==> src/rtl/mux_scan16.sv <==
`default_nettype none
// ============================================================================
//  Module   : mux_scan16
//  Purpose  : Scan sequencer for a 16:1 gate multiplexer. Walks SEL through
//             channels 0..15, holds each for SETTLE_CYCLES cycles, samples
//             SIG on the last cycle of each window, and hands the assembled
//             16-bit word downstream over a single-slot valid/ready port.
//             Supports single-shot and continuous scanning with a sticky
//             overrun flag for words dropped while the slot is full.
//  Ports    : CLK        - clock, all state on rising edge
//             RESET      - asynchronous active-high reset
//             START      - begin a scan when idle (pulse or level)
//             CONTINUOUS - restart immediately at scan completion when high
//             SEL[3:0]   - registered multiplexer select
//             SIG        - multiplexer output
//             DATA[15:0] - last completed word, DATA[k] sampled at SEL==k
//             VALID      - DATA holds an unconsumed word
//             READY      - consumer accepts DATA when VALID && READY
//             BUSY       - scan in progress
//             OVERRUN    - sticky: a completed word was dropped
//             CLR_OVR    - synchronous clear of OVERRUN
//  Revision : 1.0 - initial release
// ============================================================================
module mux_scan16 #(
    parameter int SETTLE_CYCLES = 1,
    parameter int CNT_W         = 8
) (
    input  logic        CLK,
    input  logic        RESET,
    input  logic        START,
    input  logic        CONTINUOUS,
    output logic [3:0]  SEL,
    input  logic        SIG,
    output logic [15:0] DATA,
    output logic        VALID,
    input  logic        READY,
    output logic        BUSY,
    output logic        OVERRUN,
    input  logic        CLR_OVR
);

    localparam logic [CNT_W-1:0] c_reload = CNT_W'(SETTLE_CYCLES - 1);

    typedef enum logic [0:0] {
        ST_IDLE = 1'b0,
        ST_SCAN = 1'b1
    } state_t;

    state_t           state_q,  state_d;
    logic [3:0]       sel_q,    sel_d;
    logic [CNT_W-1:0] cnt_q,    cnt_d;
    logic [15:0]      shadow_q, shadow_d;
    logic [15:0]      data_q,   data_d;
    logic             valid_q,  valid_d;
    logic             ovr_q,    ovr_d;

    logic             w_slot_free;
    logic             w_drop;

    // ------------------------------------------------------------------------
    // State registers
    // ------------------------------------------------------------------------
    always_ff @(posedge CLK or posedge RESET) begin
        if (RESET) begin
            state_q  <= ST_IDLE;
            sel_q    <= 4'd0;
            cnt_q    <= c_reload;
            shadow_q <= 16'd0;
            data_q   <= 16'd0;
            valid_q  <= 1'b0;
            ovr_q    <= 1'b0;
        end else begin
            state_q  <= state_d;
            sel_q    <= sel_d;
            cnt_q    <= cnt_d;
            shadow_q <= shadow_d;
            data_q   <= data_d;
            valid_q  <= valid_d;
            ovr_q    <= ovr_d;
        end
    end

    // ------------------------------------------------------------------------
    // Next-state logic
    // ------------------------------------------------------------------------
    always_comb begin
        state_d  = state_q;
        sel_d    = sel_q;
        cnt_d    = cnt_q;
        shadow_d = shadow_q;
        data_d   = data_q;
        valid_d  = valid_q;
        ovr_d    = ovr_q;
        w_drop   = 1'b0;

        // The slot is free when empty or being emptied by this very handshake,
        // which lets a new word load on the same edge the old one is taken.
        w_slot_free = !valid_q || READY;

        if (valid_q && READY) begin
            valid_d = 1'b0;
        end

        case (state_q)
            ST_IDLE: begin
                sel_d = 4'd0;
                if (START) begin
                    state_d = ST_SCAN;
                    cnt_d   = c_reload;
                end
            end

            ST_SCAN: begin
                if (cnt_q != '0) begin
                    cnt_d = cnt_q - CNT_W'(1);
                end else begin
                    shadow_d[sel_q] = SIG;
                    cnt_d           = c_reload;
                    if (sel_q != 4'hF) begin
                        sel_d = sel_q + 4'd1;
                    end else begin
                        // Completion: shadow_d already carries bit 15 = SIG.
                        sel_d = 4'd0;
                        if (w_slot_free) begin
                            data_d  = shadow_d;
                            valid_d = 1'b1;
                        end else begin
                            w_drop = 1'b1;
                        end
                        if (!CONTINUOUS) begin
                            state_d = ST_IDLE;
                        end
                    end
                end
            end

            default: begin
                state_d = ST_IDLE;
                sel_d   = 4'd0;
            end
        endcase

        // A drop in the same cycle as a clear leaves the flag set.
        if (w_drop) begin
            ovr_d = 1'b1;
        end else if (CLR_OVR) begin
            ovr_d = 1'b0;
        end
    end

    assign SEL     = sel_q;
    assign DATA    = data_q;
    assign VALID   = valid_q;
    assign BUSY    = (state_q == ST_SCAN);
    assign OVERRUN = ovr_q;

endmodule
`default_nettype wire

==> config.mk <==
export PLATFORM = sky130hd
export DESIGN_NAME = mux_scan16
export DESIGN_NICKNAME = d
export VERILOG_FILES = /design/src/rtl/mux_scan16.sv
export SDC_FILE = /design/constraint.sdc
export NUM_CORES = 1
export LEC_CHECK = 0
export BUFFER_PORTS_ARGS = -buffer_cell sky130_fd_sc_hd__buf_2
export CAP_MARGIN = 20
export CORE_MARGIN = 4
export CORE_UTILIZATION = 30
export CTS_CLUSTER_SIZE = 8
export DETAILED_ROUTE_END_ITERATION = 8
export PLACE_DENSITY = 0.57
export SYNTH_ARGS = -nofsm -noshare
export SYNTH_HDL_FRONTEND = slang
export SYNTH_SLANG_ARGS = --single-unit
==> constraint.sdc <==
create_clock -name CLK -period 2.75 [get_ports CLK]
set_clock_uncertainty 0.15 [all_clocks]
set_input_delay 0.275 -clock CLK [delete_from_list [all_inputs] [get_ports CLK]]
set_output_delay 0.275 -clock CLK [all_outputs]
set_load 0.01 [all_outputs]
==> results.md <==
* Status: finished, final reports clean
* Sequential share of power at 49.1%
* Required time of the critical path at 2.79 ns
* CTS buffer count at 5
* Initial DRC Count at 80
* Initial Util at 31.2%
* Clk sinks at 46
* Routed len/inst at 13.9 um
* Hold_buf cts at 1
* Die Ht at 95.6 um
* Vias per std cell at 4.79
* Detailed-placement wirelength estimate at 3470 um
* Minimum clock period at 2.21 ns
* Clock latency on the worst-skew pair at 0.30 ns
* Final GP Congestion at 0.818
* Die W at 95.6 um
* Fillcell total at 774
* Commonest cells after routing, fill and taps aside: dfrtp_1, nand2_1, buf_2
* Cell area after synthesis at 2300 um2
* GRT Residual Overflow at 0
* Vias in the first global route at 1795
* Total track usage at 12.2%
* CTS tree: yes
* Crit-path max FO at 21
* Slew Limit Fails at 0
* Die area at 9130 um2
* Antenna-violating nets left at 0
* M1 GR Usage at 16.7%
* Avg Synthesized Cell Area at 9.92 um2
* PortBufs at 29
* Synth top area share at 50.0%
* Area contributors post-synth: dfrtp_1, mux2_2, nand2_1, mux2i_1, o21ai_1
* Switching part of the total at 37.1%
* LEAKAGE at 0.00131 uW
* DP Area at 2540 um2
* Combinational power share at 28.2%
* Hold Vio Cnt, Final at 0
* Setup Buffers After CTS at 0
* Final worst-path cycle share at 80.5%
* Seq. cell area at 1150 um2
* Final nets at 273
* Detailed-route via count at 1730
* Yosys top cell by area: dfrtp_1
* Root Buffer: clkbuf_8
* Post-synthesis cell type count at 35
* First-pass GRT wire length at 8760 um
* Cell area power density at 689 nW/um2
* Met3 usage at 2.60%
* Yosys warns at 0
* GR Util met2 at 19.5%
* Clock Path Buffers at 2
* Core area at 7370 um2
* Min-Delay Path Class: in2reg
* Final setup vio count at 0
* Sw power at 682 uW
* Slew @ Worst Pin at 0.616 ns
* Worst setup EP type: flip-flop
* Part of the total power dissipated in the clock network at 22.7%
* Ant diodes at 0
* CTS-repair resized insts at 0
* Drt total wl at 5030 um
* Largest net degree at the start of global routing at 47
* Final Instance Area at 2670 um2
* Int Power at 1160 uW
* DRC viols at 0
* Final setup TNS at 0 ns
* Post-Syn Nets at 244
* Mapped Cells at 232
* Busiest metal layer after global routing: met2
* Layout area overhead at 16.0%
* Number of detailed-route iterations in the first pass at 4
* Relative slew slack at 58.5%
* Worst path arrival time at 2.26 ns
* Sequential fraction of the synthesis area at 50.0%
* Max capacitance violation total at 0
* F_max at 452 MHz
* Initial antenna violation count at 0
* Multi-input gate area at 1060 um2
* Crit path launch type: flip-flop
* IO Pins at 30
* H-tree depth at 2
* Power Total at 1840 uW
* Leading cell type in the layout, fill and taps excluded: dfrtp_1
* Rows at 31
* RSZ-0062 raised after global routing: no
* CP Class: reg2reg
* Flop and latch count out of synthesis at 46
* Reg clk slew, reported paths at 0.09 ns
* Max IR drop VDD at 284 uV
* Layout cells sized above 1 at 22.9%
final cells by class:
type,count,share of cell area (%)
Clock buffer,6,2.72
Clock inverter,2,0.516
Inverter,11,1.55
Multi-Input combinational cell,162,39.7
Sequential cell,46,43.1
Tap cell,99,4.64
Timing Repair Buffer,35,7.78
power by group through the flow:
stage               Combinational, uW  Clock [uW]  Sequential [uW]
floorplan                         379           0              887
global placement                  511           0              910
detailed placement                518           0              914
CTS                               522         427              902
global route                      591         454              922
finish                            518         417              903
stage by stage:
stage                     utilization, %  std cells  hold slack, ns  setup slack, ns
after floorplan                        -        232           0.218            0.685
after global placement              34.5        350           0.315            0.573
after detailed placement            34.5        350           0.318            0.530
after CTS                           35.8        359          0.0905            0.532
after global routing                36.2        361          0.0888            0.382
final                               36.2        361          0.0946            0.536
sequential cells by signal, indices dropped and copies added, names as in the netlist:
register  flops
DATA         16
shadow_q     15
cnt_q         8
SEL           4
BUSY          1
OVERRUN       1
VALID         1
Yosys cell counts:
master,count
a2bb2oi_1,1
inv_1,10
or3_1,1
o22ai_1,1
a31oi_1,3
o21ai_0,3
xnor2_1,1
o32ai_1,3
o31ai_1,1
and2_1,1
nand3_1,7
o41ai_1,1
nor3b_2,1
clkbuf_1,12
dfrtp_1,46
o311a_1,1
nand2b_1,3
ha_1,5
nor4_1,5
buf_2,1
nor2b_1,3
mux2_2,16
and4_1,1
clkinv_1,1
or3_4,1
mux2i_1,15
nor2_1,6
nand2_1,42
nor3_1,13
o21ai_1,15
a41o_1,1
a21oi_1,8
nand4_1,1
nor4_4,1
xor2_1,1
final timing paths:
path,start,depth (start not counted),slack (ns),end
setup / recovery,cnt_q[0],7,0.54,shadow_q[0]
setup reg to reg,cnt_q[0],7,0.54,shadow_q[0]
hold reg to reg,DATA[3],2,0.33,DATA[3]
min in group asynchronous,RESET,3,0.31,OVERRUN
hold / removal,START,2,0.09,cnt_q[3]
max in group asynchronous,RESET,4,1.65,cnt_q[1]
cells by family (layout without fill, tap and decap cells):
family	Yosys count	after routing	synth area share, %
and+or+nand+nor	86	86	18.3
DFF	46	46	50.0
AOI/OAI and AO/OA	38	38	9.84
muxes	31	31	14.4
buffers and inverters	24	54	3.97
adders and majority gates	5	5	2.72
xor gates and xnor gates	2	2	0.761
critical path, cell delays in order (launching register included):
cell	delay, ns
dfrtp_1	0.42
inv_1	0.07
ha_1	0.18
nor3b_2	0.33
nand2_1	0.09
buf_4	0.22
nor4_1	0.26
mux2_2	0.37
per-layer routing:
layer / wire length (um) / vias up
met5: 0 / -
met4: 42 / 0
met3: 213 / 4
met2: 2280 / 35
met1: 2490 / 824
li1: - / 867
Note: power is estimated with default switching activity, not from simulation.
